<file path="src/rtl/aib_link_seq_pkg.sv">
// Shared types for the AIB link sequencer: state encoding and retry counter width.
package aib_link_seq_pkg;

    localparam int RETRY_W = 4;

    typedef enum logic [2:0] {
        ST_IDLE     = 3'd0,
        ST_WAIT_DET = 3'd1,
        ST_CONFIG   = 3'd2,
        ST_LOCK_REQ = 3'd3,
        ST_LINK_UP  = 3'd4,
        ST_RETRY    = 3'd5,
        ST_FAIL     = 3'd6
    } state_e;

endpackage

</file>
<file path="src/rtl/aib_link_tmr.sv">
// Per-state timeout counter: cleared on state entry, saturates and flags after TMO_CYC ticked cycles.
// expired is high during the TMO_CYC-th ticked cycle since the last clear.
module aib_link_tmr #(
    parameter int TMO_CYC = 1024
) (
    input  logic clk,
    input  logic rst_n,
    input  logic clr,
    input  logic tick,
    output logic expired
);

    localparam int W = (TMO_CYC > 2) ? $clog2(TMO_CYC) : 1;

    logic [W-1:0] cnt_q, cnt_d;

    assign expired = (cnt_q == W'(TMO_CYC - 1));

    always_comb begin
        cnt_d = cnt_q;
        if (clr) begin
            cnt_d = '0;
        end else if (tick && !expired) begin
            cnt_d = cnt_q + W'(1);
        end
    end

    always_ff @(posedge clk or negedge rst_n) begin
        if (!rst_n) begin
            cnt_q <= '0;
        end else begin
            cnt_q <= cnt_d;
        end
    end

endmodule

</file>
<file path="src/rtl/aib_link_seq.sv">
// AIB link bring-up sequencer: detect -> config -> DCC/DLL lock -> link up, with bounded retries.
// All outputs are registered from next-state so they change together with state_o.
module aib_link_seq
    import aib_link_seq_pkg::*;
#(
    parameter int NCH       = 4,
    parameter int CFG_CYC   = 8,
    parameter int TMO_CYC   = 1024,
    parameter int MAX_RETRY = 3
) (
    input  logic               osc_clk,
    input  logic               rstn,
    input  logic               start,
    input  logic [NCH-1:0]     chan_en,
    input  logic               device_detect,
    input  logic               por,
    input  logic [NCH-1:0]     fs_mac_rdy,
    input  logic [NCH-1:0]     tx_transfer_en,
    input  logic [NCH-1:0]     rx_transfer_en,
    output logic [NCH-1:0]     config_done,
    output logic [NCH-1:0]     tx_dcc_dll_lock_req,
    output logic [NCH-1:0]     rx_dcc_dll_lock_req,
    output logic               link_up,
    output logic               link_fail,
    output logic [RETRY_W-1:0] retry_cnt,
    output logic [2:0]         state_o
);

    localparam int CFG_W = (CFG_CYC > 1) ? $clog2(CFG_CYC + 1) : 1;

    state_e             state_q, state_d;
    logic [NCH-1:0]     mask_q, mask_d;
    logic [RETRY_W-1:0] retry_q, retry_d;
    logic [CFG_W-1:0]   cfg_cnt_q, cfg_cnt_d;
    logic [NCH-1:0]     cfg_q, cfg_d, txreq_q, rxreq_q, req_d;
    logic               link_up_q, link_fail_q;
    logic               tmr_clr, tmr_tick, tmr_exp;
    logic               det_ok, xfer_ok, link_ok;

    // Unmasked channels are forced to "good" so they never gate progress.
    assign det_ok  = device_detect && !por && (&(fs_mac_rdy | ~mask_q));
    assign xfer_ok = &((tx_transfer_en & rx_transfer_en) | ~mask_q);
    assign link_ok = xfer_ok && (&(fs_mac_rdy | ~mask_q));

    always_comb begin
        state_d = state_q;
        mask_d  = mask_q;
        retry_d = retry_q;
        if (!start) begin
            state_d = ST_IDLE;
            mask_d  = '0;
            retry_d = '0;
        end else begin
            case (state_q)
                ST_IDLE: begin
                    mask_d  = chan_en;
                    state_d = (chan_en == '0) ? ST_FAIL : ST_WAIT_DET;
                end
                ST_WAIT_DET: begin
                    if (det_ok)       state_d = ST_CONFIG;
                    else if (tmr_exp) state_d = ST_FAIL;
                end
                ST_CONFIG: begin
                    if (cfg_cnt_q == CFG_W'(CFG_CYC - 1)) state_d = ST_LOCK_REQ;
                end
                ST_LOCK_REQ: begin
                    if (xfer_ok) begin
                        state_d = ST_LINK_UP;
                    end else if (tmr_exp) begin
                        state_d = ST_RETRY;
                        retry_d = retry_q + RETRY_W'(1);
                    end
                end
                ST_LINK_UP: begin
                    if (!link_ok) begin
                        state_d = ST_RETRY;
                        retry_d = retry_q + RETRY_W'(1);
                    end
                end
                ST_RETRY: begin
                    state_d = (retry_q == RETRY_W'(MAX_RETRY)) ? ST_FAIL : ST_CONFIG;
                end
                ST_FAIL: state_d = ST_FAIL;
                default: state_d = ST_IDLE;
            endcase
        end
    end

    always_comb begin
        cfg_cnt_d = '0;
        if (state_q == ST_CONFIG && state_d == ST_CONFIG) begin
            cfg_cnt_d = cfg_cnt_q + CFG_W'(1);
        end
    end

    assign tmr_clr  = (state_d != state_q);
    assign tmr_tick = (state_q == ST_WAIT_DET) || (state_q == ST_LOCK_REQ);

    aib_link_tmr #(
        .TMO_CYC (TMO_CYC)
    ) u_tmr (
        .clk     (osc_clk),
        .rst_n   (rstn),
        .clr     (tmr_clr),
        .tick    (tmr_tick),
        .expired (tmr_exp)
    );

    // Outputs derive from next state so they are valid on the first cycle of a state.
    always_comb begin
        cfg_d = '0;
        req_d = '0;
        if (state_d == ST_CONFIG || state_d == ST_LOCK_REQ || state_d == ST_LINK_UP) begin
            cfg_d = mask_d;
        end
        if (state_d == ST_LOCK_REQ || state_d == ST_LINK_UP) begin
            req_d = mask_d;
        end
    end

    always_ff @(posedge osc_clk or negedge rstn) begin
        if (!rstn) begin
            state_q     <= ST_IDLE;
            mask_q      <= '0;
            retry_q     <= '0;
            cfg_cnt_q   <= '0;
            cfg_q       <= '0;
            txreq_q     <= '0;
            rxreq_q     <= '0;
            link_up_q   <= 1'b0;
            link_fail_q <= 1'b0;
        end else begin
            state_q     <= state_d;
            mask_q      <= mask_d;
            retry_q     <= retry_d;
            cfg_cnt_q   <= cfg_cnt_d;
            cfg_q       <= cfg_d;
            txreq_q     <= req_d;
            rxreq_q     <= req_d;
            link_up_q   <= (state_d == ST_LINK_UP);
            link_fail_q <= (state_d == ST_FAIL);
        end
    end

    assign config_done         = cfg_q;
    assign tx_dcc_dll_lock_req = txreq_q;
    assign rx_dcc_dll_lock_req = rxreq_q;
    assign link_up             = link_up_q;
    assign link_fail           = link_fail_q;
    assign retry_cnt           = retry_q;
    assign state_o             = state_q;

endmodule

</file>
<file path="config.mk">
export PLATFORM = sky130hd
export DESIGN_NAME = aib_link_seq
export DESIGN_NICKNAME = d
export VERILOG_FILES = /design/src/rtl/aib_link_seq_pkg.sv /design/src/rtl/aib_link_tmr.sv /design/src/rtl/aib_link_seq.sv
export SDC_FILE = /design/constraint.sdc
export NUM_CORES = 1
export LEC_CHECK = 0
export CORE_ASPECT_RATIO = 1.75
export CORE_MARGIN = 1.5
export CORE_UTILIZATION = 45
export DETAILED_ROUTE_END_ITERATION = 16
export PLACE_DENSITY_LB_ADDON = 0.15
export SLEW_MARGIN = 10
export SYNTH_ARGS = -nofsm -noshare
export SYNTH_HDL_FRONTEND = slang
export SYNTH_HIERARCHICAL = 1
export SYNTH_SLANG_ARGS = --single-unit
</file>
<file path="constraint.sdc">
create_clock -name osc_clk -period 2.4 [get_ports osc_clk]
set_input_delay 0.72 -clock osc_clk [delete_from_list [all_inputs] [get_ports osc_clk]]
set_output_delay 0.72 -clock osc_clk [all_outputs]
set_load 0.03 [all_outputs]
</file>
==> flow_summary.ini, run 1 <==
[placed_design]
dp_slack_ns = -0.662
placed_cells = 304
io_buffers = 41
routabilityCongestion = 0.948
place_hpwl_um = 3740

[clocking]
clock_sinks = 35
clockBufferDepth = 2
cts_buffers = 5
cts.clk_slew.worst_paths_ns = 0.07
h-tree-depth = 2
cts_tree = built
insertion_delay_ns = 0.28
cts-root-buf = clkbuf_8

[sta]
drv_slew = 0
setup_viol = 0
post-route-period-util_pct = 99.5
hold_violations = 0
period_needed_ns = 2.39
skew_ns = 0.00297
setup_ws_ns = 0.0120
timing.fmax_mhz = 419
max_slew_margin_pct = 71.6
setup_tns_ns = 0
worst_slew_pin_slew_ns = 0.426
rsz0062_at_grt = true

[layout]
num-fill-cells = 370
area_growth_pct = 42.6
final-seq-area_um2 = 876
multi_input_comb_area_um2 = 1210
drive_gt1_share_pct = 33.6
antennaDiodeCount = 0
final_cells = 319
final_nets = 291

[critical_path]
cp-end-kind = flip-flop
crit_fanout = 5
cp.required_ns = 2.57
worstSetupPathType = in -> reg
critPathArrivalTime_ns = 2.56
critPathLaunchType = input port

[flow_run]
drv_cap = 0

[detailed_routing]
drc_errors = 0
finalWirelength_um = 5080
vias = 1814
drt-vias-per-instance = 5.69
antenna_left = 0
wire_per_inst_um = 15.9
dr.pass1.iters = 4
first_iter_violations = 24

[logic_synthesis]
synth_most_common_cell = dfrtp_1
syn_inst = 199
synth_top_area_share_pct = 43.2
synth_edf_count = 0
async_flop_share_pct = 100
syn_nets = 223
synth_common_cells = dfrtp_1 (35), nor2_1 (22), nand2_1 (18)
yosysTopAreaCell = dfrtp_1
ys_seq_elements = 35
synth_area_per_cell_um2 = 10.2
netlist_area_um2 = 2030
synth-seq-area-share_pct = 43.2
synth_warnings = 6
synthDistinctLibCells = 59
synth_top_flop_cell = dfrtp_1
ys_top_cells_by_area = dfrtp_1 (43%), a21oi_1 (4.2%), nor2_1 (4.1%)

[hold_path]
hold_class = reg -> reg

[global_routing]
grt_max_degree = 36
grt_pass1_vias = 1904
grt_pass1_wl_um = 8380
grt.total_usage_pct = 22.8
antenna_found_initial = 0
grt_overflow = 0

[die]
die_area_um2 = 4930
core_um2 = 4360
die_x_um = 53.8
boundaryPins = 42
std_cell_rows = 32
dieHeight_um = 91.8
initial_core_util_pct = 46.5

[power]
peakVddDrop_mv = 0.430
powerDensity_nw_per_um2 = 644
power.leakage_nw = 1.23
power_w = 0.00186

[outcome]
outcome = finished clean
## worst max-delay path, cell delays in order
cell	delay (ns)
buf_6	0.09
or4_4	0.54
or3_4	0.35
o221ai_4	0.10
a31oi_4	0.07
a32o_2	0.30
o22ai_4	0.18
buf_6	0.16
a21oi_1	0.04
## stage by stage
| step | util, % | hold slack [ns] | cell area (um^2) |
|---|---|---|---|
| finish | 66.3 | 0.488 | 2890 |
| global route | 66.3 | 0.515 | 2890 |
| CTS | 63.9 | 0.481 | 2790 |
| detailed placement | 59.3 | 0.471 | 2590 |
| global placement | 59.3 | 0.451 | 2590 |
| floorplan | - | 0.424 | 2030 |
## registers in the layout, summed over array words and instances, names as in the netlist
signal and count:
mask_q 4, u_tmr/cnt_q 10, config_done 4, rx_dcc_dll_lock_req 4
link_up 1, retry_cnt 4, link_fail 1, cfg_cnt_q 4
state_o 3
## final cells by class
| class | instances | area share (%) |
|---|---|---|
| repair buffers | 70 | 21.7 |
| clock buffers | 6 | 2.51 |
| flip-flops and latches | 35 | 30.3 |
| well taps | 51 | 2.21 |
| multi-input cells | 147 | 41.8 |
| inverters | 8 | 1.04 |
| clock inverters | 2 | 0.433 |
## layout by cell type (no fill, tap or decap), types with 3 or more instances in the layout
cell	count
dfrtp_1	35
clkdlybuf4s50_1	23
buf_4	23
nand2_1	18
nor2_1	15
dlygate4sd2_1	12
a21oi_1	9
inv_1	7
o21ai_0	7
buf_6	7
nor2_2	6
a21oi_2	6
nand3_1	5
mux2i_1	5
xor2_1	5
clkbuf_8	5
or3_1	4
nor2b_2	3
a21boi_2	3
xnor2_1	3
ha_1	3
clkdlybuf4s15_1	3
nand4_1	3
## worst paths after layout
check                                           startpoint  slack [ns]  depth (start not counted)                          to
worst max-delay path                            chan_en[2]        0.01                          9  u_tmr/cnt_q[8]$_DFFE_PN0P_
worst min-delay path                cfg_cnt_q[0]$_DFF_PN0_        0.49                          1      cfg_cnt_q[0]$_DFF_PN0_
worst max register to register  u_tmr/cnt_q[1]$_DFFE_PN0P_        0.11                         11  u_tmr/cnt_q[8]$_DFFE_PN0P_
worst min register to register      cfg_cnt_q[0]$_DFF_PN0_        0.49                          1      cfg_cnt_q[0]$_DFF_PN0_
max in group asynchronous                             rstn        1.25                          2  u_tmr/cnt_q[7]$_DFFE_PN0P_
min in group asynchronous                             rstn        0.84                          2           link_up$_DFF_PN0_
## cells by family (layout without fill, tap and decap cells)
group,count (synthesis),count (layout),synth area share (%)
muxes,6,6,3.02
xor gates and xnor gates,8,8,3.45
adders and majority gates,3,3,1.85
DFF,35,35,43.2
buffers and inverters,17,86,5.31
and+or+nand+nor,81,81,22.7
AOI/OAI and AO/OA,49,49,20.5
## metal layers
metal	vias to the layer above	global-route usage (%)	wire length (um)
li1	864	-	-
met1	867	21.3	1710
met2	61	42.0	2900
met3	22	4.23	213
met4	0	13.9	250
met5	-	0	0
## power by group
group	switching [W]	internal (W)
clock network	0.000208	0.000203
logic	0.000410	0.000368
registers	0.0000413	0.000633
total	0.000660	0.00120
## what timing repair did
action	4_1_cts	5_1_grt
gates cloned	1	0
endpoints found under the setup margin	28	22
hold buffers	0	0
buffers inserted	5	3
gates resized for setup	55	23
hold endpoints to repair	0	0
pin swaps	14	9
(Power assumes the default switching activity.)
==> inputs of run 2 (changes only) <==
Settings changed: CTS_CLUSTER_SIZE from default to 12.
==> results of run 2 <==
The final DEF is identical to that of run 1; final timing and power are the same.
==> inputs of run 3 (changes only) <==
Settings changed: CTS_BUF_LIST from default to sky130_fd_sc_hd__clkbuf_4 sky130_fd_sc_hd__clkbuf_8 sky130_fd_sc_hd__clkbuf_16, SLEW_MARGIN 10 to 20.
==> run 3 against run 2 <==
Combinational power down 1%. Non-clock buffer count down 1. Total power up 0.49%. Cell count down 0.31%. Utilization down 0.086 points. Critical path type unchanged. Final area down 0.13%.
==> flow_summary.ini, run 3 (synthesized netlist as in run 1, its figures left out) <==
[clocking]
cts_buffers = 5
insertion_delay_ns = 0.29
cts-root-buf = clkbuf_8
clock_sinks = 35
h-tree-depth = 2
clockBufferDepth = 2
cts_hold_buf = 0
cts.clk_slew.worst_paths_ns = 0.07
cts_tree = built

[hold_path]
hold_depth = 1
holdCritStartpoint = cfg_cnt_q[0]$_DFF_PN0_
holdPathEnd = cfg_cnt_q[0]$_DFF_PN0_
hold_class = reg -> reg

[global_routing]
antenna_found_initial = 0
grt_pass1_vias = 1906
grt_overflow = 0
grt.total_usage_pct = 22.8
grt_max_degree = 36
grt_pass1_wl_um = 8380

[layout]
regMostFlops = u_tmr/cnt_q
layout_common_cells = dfrtp_1 (35), clkdlybuf4s50_1 (23), buf_4 (22)
final_cells = 318
final_nets = 290
area_growth_pct = 42.4
post-route-util_pct = 66.2
layout_commonest_cell = dfrtp_1
drive_gt1_share_pct = 33.7
largest_reg_flops = 10
num-fill-cells = 368
antennaDiodeCount = 0

[die]
boundaryPins = 42
core_um2 = 4360
dieHeight_um = 91.8
std_cell_rows = 32
die_area_um2 = 4930
initial_core_util_pct = 46.5
die_x_um = 53.8

[detailed_routing]
drt-vias-per-instance = 5.73
vias = 1822
drc_errors = 0
dr.pass1.iters = 5
first_iter_violations = 23
finalWirelength_um = 5070
antenna_left = 0
wire_per_inst_um = 16.0

[critical_path]
rr_startpoint = u_tmr/cnt_q[1]$_DFFE_PN0P_
r2r_cells = 11
critPathLaunchType = input port
worstPathCellList = buf_6, or4_4, or3_4, o221ai_4, a31oi_4, a32o_2, o22ai_4, buf_6, a21oi_1
cpPeakStageDelay_ns = 0.54
critPathMostFrequentCell = buf_6
slowest_stage = or4_4
cp_num_buf_inv = 2
crit_fanout = 5
cp_top_family = simple AND/OR/NAND/NOR gates
worstSetupPathType = in -> reg
cp.required_ns = 2.57
rr_endpoint = u_tmr/cnt_q[8]$_DFFE_PN0P_
cp-end-kind = flip-flop
ff2ff_setup_slack_ns = 0.12
critPathArrivalTime_ns = 2.56

[power]
power.leakage_nw = 1.22
peakVddDrop_mv = 0.423
powerDensity_nw_per_um2 = 648

[sta]
setup_tns_ns = 0
hold_violations = 0
rsz0062_at_grt = true
post-route-period-util_pct = 99.5
skew_ns = 0.00212
max_slew_margin_pct = 71.5
timing.fmax_mhz = 419
drv_slew = 0
worst_slew_pin_slew_ns = 0.428
period_needed_ns = 2.39
setup_viol = 0

[outcome]
outcome = finished clean

[placed_design]
io_buffers = 41
routabilityCongestion = 0.948
placed_cells = 304
place_hpwl_um = 3740

[flow_run]
drv_cap = 0
## run 3: timing repair
item                       CTS  global route
setup endpoints to repair   28            22
resized for setup           55            23
setup buffers                5             2
pin swaps                   14             9
gates cloned                 1             0
## run 3: final cells by class
type                       instances  area (um^2)  area share (%)
multi-input combinational        147         1210            41.9
clock buffer                       6         76.3            2.64
clock inverter                     2         12.5           0.433
timing repair buffer              69          619            21.4
inverter                           8         30.0            1.04
sequential                        35          876            30.3
tap                               51         63.8            2.21
## run 3: power breakdown
| group | leakage, nW | internal (W) | switching [W] |
|---|---|---|---|
| sequential | 0.480 | 0.000633 | 0.0000414 |
| combinational | 0.699 | 0.000363 | 0.000408 |
| clock | 0.0446 | 0.000214 | 0.000214 |
| total | 1.22 | 0.00121 | 0.000663 |
## run 3: routing by layer
| layer | track usage, % | routed length [um] |
|---|---|---|
| met1 | 21.3 | 1730 |
| met2 | 42.0 | 2880 |
| met3 | 4.23 | 211 |
| met4 | 13.9 | 263 |
| met5 | 0 | 0 |
## run 3: worst max-delay path by stage
stage	start	endpoint	slack, ns	depth (start not counted)
2_1_floorplan	chan_en[1]	u_tmr/cnt_q[9]$_DFFE_PN0P_	-0.09	8
3_3_place_gp	tx_transfer_en[2]	cfg_cnt_q[2]$_DFF_PN0_	-0.63	8
3_5_place_dp	rx_transfer_en[2]	cfg_cnt_q[2]$_DFF_PN0_	-0.66	8
4_1_cts	chan_en[2]	u_tmr/cnt_q[8]$_DFFE_PN0P_	0.01	9
5_1_grt	chan_en[2]	u_tmr/cnt_q[1]$_DFFE_PN0P_	-0.05	9
6_report	chan_en[2]	u_tmr/cnt_q[8]$_DFFE_PN0P_	0.01	9
## run 3: through the flow
| stage | setup WS, ns | total power (W) | instance area [um^2] | hold slack [ns] |
|---|---|---|---|---|
| 2_1_floorplan | -0.0853 | 0.00106 | 2030 | 0.424 |
| 3_3_place_gp | -0.628 | 0.00129 | 2590 | 0.451 |
| 3_5_place_dp | -0.662 | 0.00130 | 2590 | 0.471 |
| 4_1_cts | 0.0113 | 0.00183 | 2790 | 0.481 |
| 5_1_grt | -0.0477 | 0.00197 | 2890 | 0.515 |
| 6_report | 0.0127 | 0.00187 | 2890 | 0.489 |
